[src/rtl/bus_arb_pkg.sv]
// Shared definitions for the two-master CPU data-access bus arbiter.
package bus_arb_pkg;

  localparam int unsigned N_MASTERS = 2;

  typedef enum logic [1:0] {
    IDLE  = 2'd0,
    ISSUE = 2'd1,
    RESP  = 2'd2
  } state_e;

  localparam logic M_IFU = 1'b0;
  localparam logic M_LSU = 1'b1;

endpackage

[src/rtl/rr_arb2.sv]
// Two-way round-robin pick: a lone requester wins, on contention the master not granted last wins.
module rr_arb2
  import bus_arb_pkg::*;
(
  input  logic [N_MASTERS-1:0] req,
  input  logic                 last,
  output logic [N_MASTERS-1:0] gnt
);

  always_comb begin
    gnt = req;
    if (req == 2'b11) gnt = (last == M_LSU) ? 2'b01 : 2'b10;
  end

endmodule

[src/rtl/bus_arbiter.sv]
// Arbitrates fetch (m0) and load/store (m1) onto the single acs_* access port,
// issuing one bus cycle per grant and returning the registered response to the owner.
module bus_arbiter
  import bus_arb_pkg::*;
#(
  parameter int unsigned AW = 64,
  parameter int unsigned DW = 64,
  parameter int unsigned SW = 8
) (
  input  logic          clk,
  input  logic          rst_n,

  input  logic          m0_req,
  input  logic          m0_wr,
  input  logic [SW-1:0] m0_bytes,
  input  logic [AW-1:0] m0_addr,
  input  logic [DW-1:0] m0_wdata,
  output logic          m0_gnt,
  output logic          m0_rvalid,
  output logic [DW-1:0] m0_rdata,
  output logic          m0_error,

  input  logic          m1_req,
  input  logic          m1_wr,
  input  logic [SW-1:0] m1_bytes,
  input  logic [AW-1:0] m1_addr,
  input  logic [DW-1:0] m1_wdata,
  output logic          m1_gnt,
  output logic          m1_rvalid,
  output logic [DW-1:0] m1_rdata,
  output logic          m1_error,

  output logic          acs_en,
  output logic          acs_wr,
  output logic [SW-1:0] acs_bytes,
  output logic [AW-1:0] acs_addr,
  output logic [DW-1:0] acs_wdata,
  input  logic [DW-1:0] acs_rdata,
  input  logic          acs_error
);

  state_e               state_q, state_d;
  logic                 last_q, last_d;
  logic                 owner_q, owner_d;
  logic [N_MASTERS-1:0] arb_gnt, grant;
  logic                 gnt_id;

  logic                 acs_en_d, acs_wr_d;
  logic [SW-1:0]        acs_bytes_d;
  logic [AW-1:0]        acs_addr_d;
  logic [DW-1:0]        acs_wdata_d;
  logic                 m0_rvalid_d, m0_error_d, m1_rvalid_d, m1_error_d;
  logic [DW-1:0]        m0_rdata_d, m1_rdata_d;

  rr_arb2 u_rr_arb2 (
    .req  ({m1_req, m0_req}),
    .last (last_q),
    .gnt  (arb_gnt)
  );

  // Grants are only offered while the bus is not occupied by an issued access.
  assign grant  = (state_q != ISSUE) ? arb_gnt : '0;
  assign gnt_id = grant[1];
  assign m0_gnt = grant[0];
  assign m1_gnt = grant[1];

  always_comb begin
    state_d     = state_q;
    last_d      = last_q;
    owner_d     = owner_q;
    acs_en_d    = 1'b0;
    acs_wr_d    = 1'b0;
    acs_bytes_d = '0;
    acs_addr_d  = '0;
    acs_wdata_d = '0;
    m0_rvalid_d = 1'b0;
    m0_rdata_d  = '0;
    m0_error_d  = 1'b0;
    m1_rvalid_d = 1'b0;
    m1_rdata_d  = '0;
    m1_error_d  = 1'b0;

    case (state_q)
      IDLE, RESP: begin
        if (|grant) begin
          state_d     = ISSUE;
          last_d      = gnt_id;
          owner_d     = gnt_id;
          acs_en_d    = 1'b1;
          acs_wr_d    = (gnt_id == M_LSU) ? m1_wr    : m0_wr;
          acs_bytes_d = (gnt_id == M_LSU) ? m1_bytes : m0_bytes;
          acs_addr_d  = (gnt_id == M_LSU) ? m1_addr  : m0_addr;
          acs_wdata_d = (gnt_id == M_LSU) ? m1_wdata : m0_wdata;
        end else begin
          state_d = IDLE;
        end
      end
      ISSUE: begin
        // Capture the bus response for the owner; writes return zero data.
        state_d = RESP;
        if (owner_q == M_IFU) begin
          m0_rvalid_d = 1'b1;
          m0_rdata_d  = acs_wr ? '0 : acs_rdata;
          m0_error_d  = acs_error;
        end else begin
          m1_rvalid_d = 1'b1;
          m1_rdata_d  = acs_wr ? '0 : acs_rdata;
          m1_error_d  = acs_error;
        end
      end
      default: state_d = IDLE;
    endcase
  end

  always_ff @(posedge clk or negedge rst_n) begin
    if (!rst_n) begin
      state_q   <= IDLE;
      last_q    <= M_LSU;
      owner_q   <= M_IFU;
      acs_en    <= 1'b0;
      acs_wr    <= 1'b0;
      acs_bytes <= '0;
      acs_addr  <= '0;
      acs_wdata <= '0;
      m0_rvalid <= 1'b0;
      m0_rdata  <= '0;
      m0_error  <= 1'b0;
      m1_rvalid <= 1'b0;
      m1_rdata  <= '0;
      m1_error  <= 1'b0;
    end else begin
      state_q   <= state_d;
      last_q    <= last_d;
      owner_q   <= owner_d;
      acs_en    <= acs_en_d;
      acs_wr    <= acs_wr_d;
      acs_bytes <= acs_bytes_d;
      acs_addr  <= acs_addr_d;
      acs_wdata <= acs_wdata_d;
      m0_rvalid <= m0_rvalid_d;
      m0_rdata  <= m0_rdata_d;
      m0_error  <= m0_error_d;
      m1_rvalid <= m1_rvalid_d;
      m1_rdata  <= m1_rdata_d;
      m1_error  <= m1_error_d;
    end
  end

endmodule
[config.mk]
export PLATFORM = sky130hd
export DESIGN_NAME = bus_arbiter
export DESIGN_NICKNAME = d
export VERILOG_FILES = /design/src/rtl/bus_arb_pkg.sv /design/src/rtl/rr_arb2.sv /design/src/rtl/bus_arbiter.sv
export SDC_FILE = /design/constraint.sdc
export NUM_CORES = 1
export LEC_CHECK = 0
export CAP_MARGIN = 5
export CORE_AREA = 10 10 228 230
export DETAILED_ROUTE_END_ITERATION = 16
export DIE_AREA = 0 0 238 240
export GPL_ROUTABILITY_DRIVEN = 1
export PLACE_DENSITY = 0.56
export SETUP_SLACK_MARGIN = 0.2
export SYNTH_ARGS = -nofsm -noshare
export SYNTH_HDL_FRONTEND = slang
export SYNTH_SLANG_ARGS = --single-unit
[constraint.sdc]
create_clock -name clk -period 3.4 [get_ports clk]
set_clock_uncertainty 0.15 [all_clocks]
set_input_delay 0.68 -clock clk [delete_from_list [all_inputs] [get_ports clk]]
set_output_delay 0.68 -clock clk [all_outputs]
set_load 0.02 [all_outputs]
Yosys cells after proc, flatten, opt, wreduce, memory -nomap -nowiden
Index checks and enable logic that the tools add are counted.
{"block": "word_totals", "regBits": 274, "word_cells": 54, "output_inout_bits": 272, "in_bits": 343}
{"block": "op_classes", "n_reduce_logical": 4, "n_mux": 32, "n_eq_ne": 4}
{"op": "2-to-1 mux 64 bit", "n": 11}
{"op": "2-to-1 mux 8 bit", "n": 3}
{"op": "2-to-1 mux 1 bit", "n": 14}
{"op": "2-to-1 mux 2 bit", "n": 3}
{"op": "equality test 2 bit (second input constant)", "n": 2}
{"op": "case mux 2 bit (2 select lines)", "n": 1}
{"op": "OR reduction 2 bit", "n": 2}
{"op": "equality test 2 x 1 -> 1 bit (second input constant)", "n": 1}
{"op": "logical NOT 2 bit", "n": 1}
{"op": "!= test 2 x 1 -> 1 bit (second input constant)", "n": 1}
{"op": "AND reduction 2 bit", "n": 1}

Depth between registers and ports, before layout
Gate-level depths: netlist (run 1).
{"block": "depth", "depth_word": 6, "ltp_mapped": 6, "ltp_nobuf": 5}

Cells and area by module
From an unflattened synthesis (run 1), not the netlist that was laid out.
{"block": "hier_totals", "hier_cells": 912, "area_unflattened_um2": 10368.7}
{"mod": "bus_arbiter", "n_inst": 1, "cells_per_inst": 909, "area_each_um2": 10349.9, "seq_area_each_um2": 6857.8}
{"mod": "rr_arb2", "n_inst": 1, "cells_per_inst": 3, "area_each_um2": 18.8, "seq_area_each_um2": 0.0}

Worst setup path before layout (run 1)
Ideal clock, no wire load.
{"block": "synth_timing", "kind": "in2out", "start": "input port m0_req", "end": "output port m1_gnt", "slack_ns": 1.281, "t_arrival_ns": 1.289, "required_ns": 2.570, "n_path_buf": 2, "cell_stages": 4, "cell_sequence": "nand2_1 and3_1 buf_2 buf_2"}
{"block": "synth_between", "elab_chain_cells": 3}
{"element": "start, declared", "line_no": "bus_arbiter.sv:13", "rtl": "input logic m0_req,"}
{"element": "equality test 2 bit", "line_no": "rr_arb2.sv:12", "rtl": "if (req == 2'b11) gnt = (last == M_LSU) ? 2'b01 : 2'b10;"}
{"element": "2-to-1 mux 2 bit", "line_no": "rr_arb2.sv:12"}
{"element": "2-to-1 mux 2 bit", "line_no": "bus_arbiter.sv:62", "rtl": "assign grant = (state_q != ISSUE) ? arb_gnt : '0;"}
{"element": "end, declared", "line_no": "bus_arbiter.sv:28", "rtl": "output logic m1_gnt,"}
Every way passes these cells.

Worst setup path in the final report (run 1)
{"block": "layout_timing", "start": "input port m1_req", "end": "output port m0_gnt"}
{"block": "layout_between", "elab_chain_cells": 3}
{"element": "start, declared", "line_no": "bus_arbiter.sv:23", "rtl": "input logic m1_req,"}
{"element": "equality test 2 bit", "line_no": "rr_arb2.sv:12"}
{"element": "2-to-1 mux 2 bit", "line_no": "rr_arb2.sv:12"}
{"element": "2-to-1 mux 2 bit", "line_no": "bus_arbiter.sv:62"}
{"element": "end, declared", "line_no": "bus_arbiter.sv:18", "rtl": "output logic m0_gnt,"}
Every way passes these cells.

==> impl_metrics.csv, run 1 <==
group,metric,value,unit
setup_path,max_stage_delay,0.68,ns
pwr,ir_drop,0.328,mV
logic_synthesis,ys.flop_type,"dfrtp_1",
finish,utilization,39.5,%
routing,drt_iter0_drc,372,
die,dieArea,57100,µm²
placed_design,pre_cts_ws,0.343,ns
logic_synthesis,ys_types,18,
setup_path,worst_setup_path_end_kind,"output pin",
timing,layout_min_cycle_time,3.09,ns
grt,grt_first_pass_wirelength,64700,µm
timing,finalHoldViolations,0,
logic_synthesis,syn_area,10700,µm²
logic_synthesis,ys_seq_area_share,64.3,%
finish,area_growth,75.3,%
logic_synthesis,yosysTopAreaCell,"dfrtp_1",
cts,cts_buffer_depth,3,
timing,setup_tns,0,ns
logic_synthesis,synth.area.mux_share,12.9,%
setup_path,crit_fanout,4,
routing,routed-via-count,9012,
logic_synthesis,synth-seq-cells,274,
logic_synthesis,yosys_warnings,0,
pwr,leakage,8.25,nW
routing,first_pass_iters,4,
die,die_y,240,µm
timing,timing.fmax,0.324,GHz
cts,clock_latency,0.57,ns
placed_design,numPortBuffers,614,
setup_path,criticalPathCategory,"in2out",
timing,setup_ws,0.313,ns
routing,route.detailed.wl_per_inst,20.4,µm
die,fp-row-count,80,
logic_synthesis,synth_commonest_cells,"nand2_1, dfrtp_1, mux2i_1",
cts,cts_made_buffers,31,
logic_synthesis,async_reset_ff_share,100,%
hold_path,hold_class,"reg2reg",
logic_synthesis,yosys.area_share.adder,0,%
run_status,status,"complete, no violations",
grt,grt_overflow_total,0,
grt,grt_usage,15.0,%
logic_synthesis,synth_edf_count,0,
logic_synthesis,synthTopCellsByArea,"dfrtp_1, mux2i_1, nand2_1",
timing,slew_headroom,43.8,%
grt,grt_pass1_vias,9762,
cts,clock_sinks,274,
timing,min_period_over_period,90.8,%
setup_path,crit_slowest_cell,"clkdlybuf4s50_1",
setup_path,worstPathArrival,2.26,ns
die,start_util,22.5,%
finish,fillers,4682,
logic_synthesis,yosysMostFrequentCell,"nand2_1",
setup_path,crit_top_cell,"clkdlybuf4s50_1",
placed_design,gp_congestion,0.802,
die,core-area,47300,µm²
placed_design,hpwl,35500,µm
logic_synthesis,synth_cells,963,
timing,tightestPinTransition,0.842,ns
setup_path,path_cells,"clkdlybuf4s50_1 -> inv_1 -> o21ai_0 -> nor2_1 -> clkdlybuf4s50_1",
logic_synthesis,syn-num-nets,1306,
logic_synthesis,yosysTopAreaCellShare,64.1,%
cts,cts-root-buf,"clkbuf_16",
grt,grt_max_degree,108,
job,max_cap_violations,0,
cts,cts_tree,"built",
routing,drt_wl_total,45100,µm
logic_synthesis,synth_compound_area_share,0.399,%
grt,grt_antenna_before_repair,8,
routing,drc_errors,0,
timing,slew_viol_final,0,
cts,cts.clk_slew.worst_paths,0.06,ns
logic_synthesis,synth_top_family_by_area,"simple AND/OR/NAND/NOR gates",
finish,stdcell_area,18700,µm²
die,io_pins,615,
finish,drive_above_1_share,5.41,%
cts,h-tree-depth,1,
logic_synthesis,synth-xor-area-share,0,%
die,die_width,238,µm
pwr,powerDensity,541,nW/µm²
routing,ant_nets,0,
routing,drt-vias-per-instance,4.08,
placed_design,placed_cell_area,17500,µm²
logic_synthesis,yosys.area_share.simple,18.3,%
finish,final_nets,1909,
logic_synthesis,syn_area_per_cell,11.1,µm²
timing,setup_viol,0,
setup_path,crit_required,2.57,ns
setup_path,start_kind,"primary input",
timing,grt_setup_unrepaired,"false",
==> sequential cells by signal (all words and copies together), names as in the netlist, 2 cells and up <==
signal,flops
acs_addr,64
acs_bytes,8
m1_rdata,64
state_q,2
m0_rdata,64
acs_wdata,64
==> area by class of cell <==
type / count / area (µm²) / share of cell area (%)
multi-input cells: 617 / 3390 / 18.1
inverters: 4 / 15.0 / 0.0804
repair buffers: 638 / 6450 / 34.5
flip-flops and latches: 274 / 6860 / 36.7
well taps: 615 / 769 / 4.12
diodes: 5 / 12.5 / 0.0670
clock buffers: 42 / 907 / 4.86
clock inverters: 16 / 287 / 1.53
==> metal layers <==
layer / track usage, % / wire [µm]
met5: 0 / 50
met4: 4.29 / 802
met3: 7.57 / 5570
met2: 26.3 / 22500
met1: 15.5 / 16200
==> worst paths after layout <==
path | startpoint | to | slack (ns) | depth (start not counted)
max | m1_req | m0_gnt | 0.31 | 5
min | last_q | last_q | 0.39 | 1
max reg2reg | state_q[0] | acs_wdata[48] | 1.40 | 4
min reg2reg | last_q | last_q | 0.39 | 1
max in group asynchronous | rst_n | m0_rdata[30] | 1.72 | 3
min in group asynchronous | rst_n | m1_rdata[18] | 0.55 | 2
==> timing repair <==
item                      CTS  global route
hold buffers                1             0
gates resized for setup     0             0
hold endpoints to repair   60             0
setup buffers               0             0
==> power by group <==
part           leakage (nW)  switching, mW  internal [mW]
sequential             3.66          0.106           3.59
clock                 0.590           1.38           2.46
combinational          4.00           1.32           1.24
total                  8.25           2.80           7.30
==> worst max-delay path: cells and delay by family <==
kind / cells / cell delay, ns
buffers and inverters: 3 / 1.28
AO/OA/AOI/OAI: 1 / 0.11
AND/OR/NAND/NOR: 1 / 0.19
==> placed cells by master, fill, tap and decap left out, types with 2 or more instances in the layout <==
cell               n
diode_2            5
bufinv_16          8
mux2i_1          137
buf_12             9
buf_4             14
dfrtp_1          273
clkbuf_16         31
clkbuf_8           9
clkbuf_1           2
o22a_1             2
inv_1              4
nand2_1          275
nor2_1           130
nand2b_1          65
clkdlybuf4s50_1  613
clkinv_2           6
==> cell families (layout without fill, tap and decap cells) <==
| logic type | after synthesis | count (layout) |
|---|---|---|
| AOI/OAI and AO/OA | 5 | 5 |
| buffers and inverters | 72 | 700 |
| DFF | 274 | 274 |
| muxes | 137 | 137 |
| other | 0 | 5 |
| and+or+nand+nor | 475 | 475 |
==> per-stage QoR <==
stage / hold WS, ns / total power [mW] / instances
after floorplan: 0.234 / 4.92 / 963
after global placement: 0.375 / 6.34 / 2147
after detailed placement: 0.386 / 6.36 / 2147
after CTS: 0.395 / 10.3 / 2206
after global routing: 0.402 / 10.5 / 2209
final: 0.388 / 10.1 / 2211
No activity file was read; power rests on OpenSTA's default activity.
==> run 2, diff against run 1 <==
--- a/config.mk
+++ b/config.mk
@@ -15,3 +15,4 @@
 export SYNTH_ARGS = -nofsm -noshare
 export SYNTH_HDL_FRONTEND = slang
 export SYNTH_SLANG_ARGS = --single-unit
+export TNS_END_PERCENT = 1
==> results of run 2 <==
The final DEF is identical to that of run 1; final timing and power are the same.
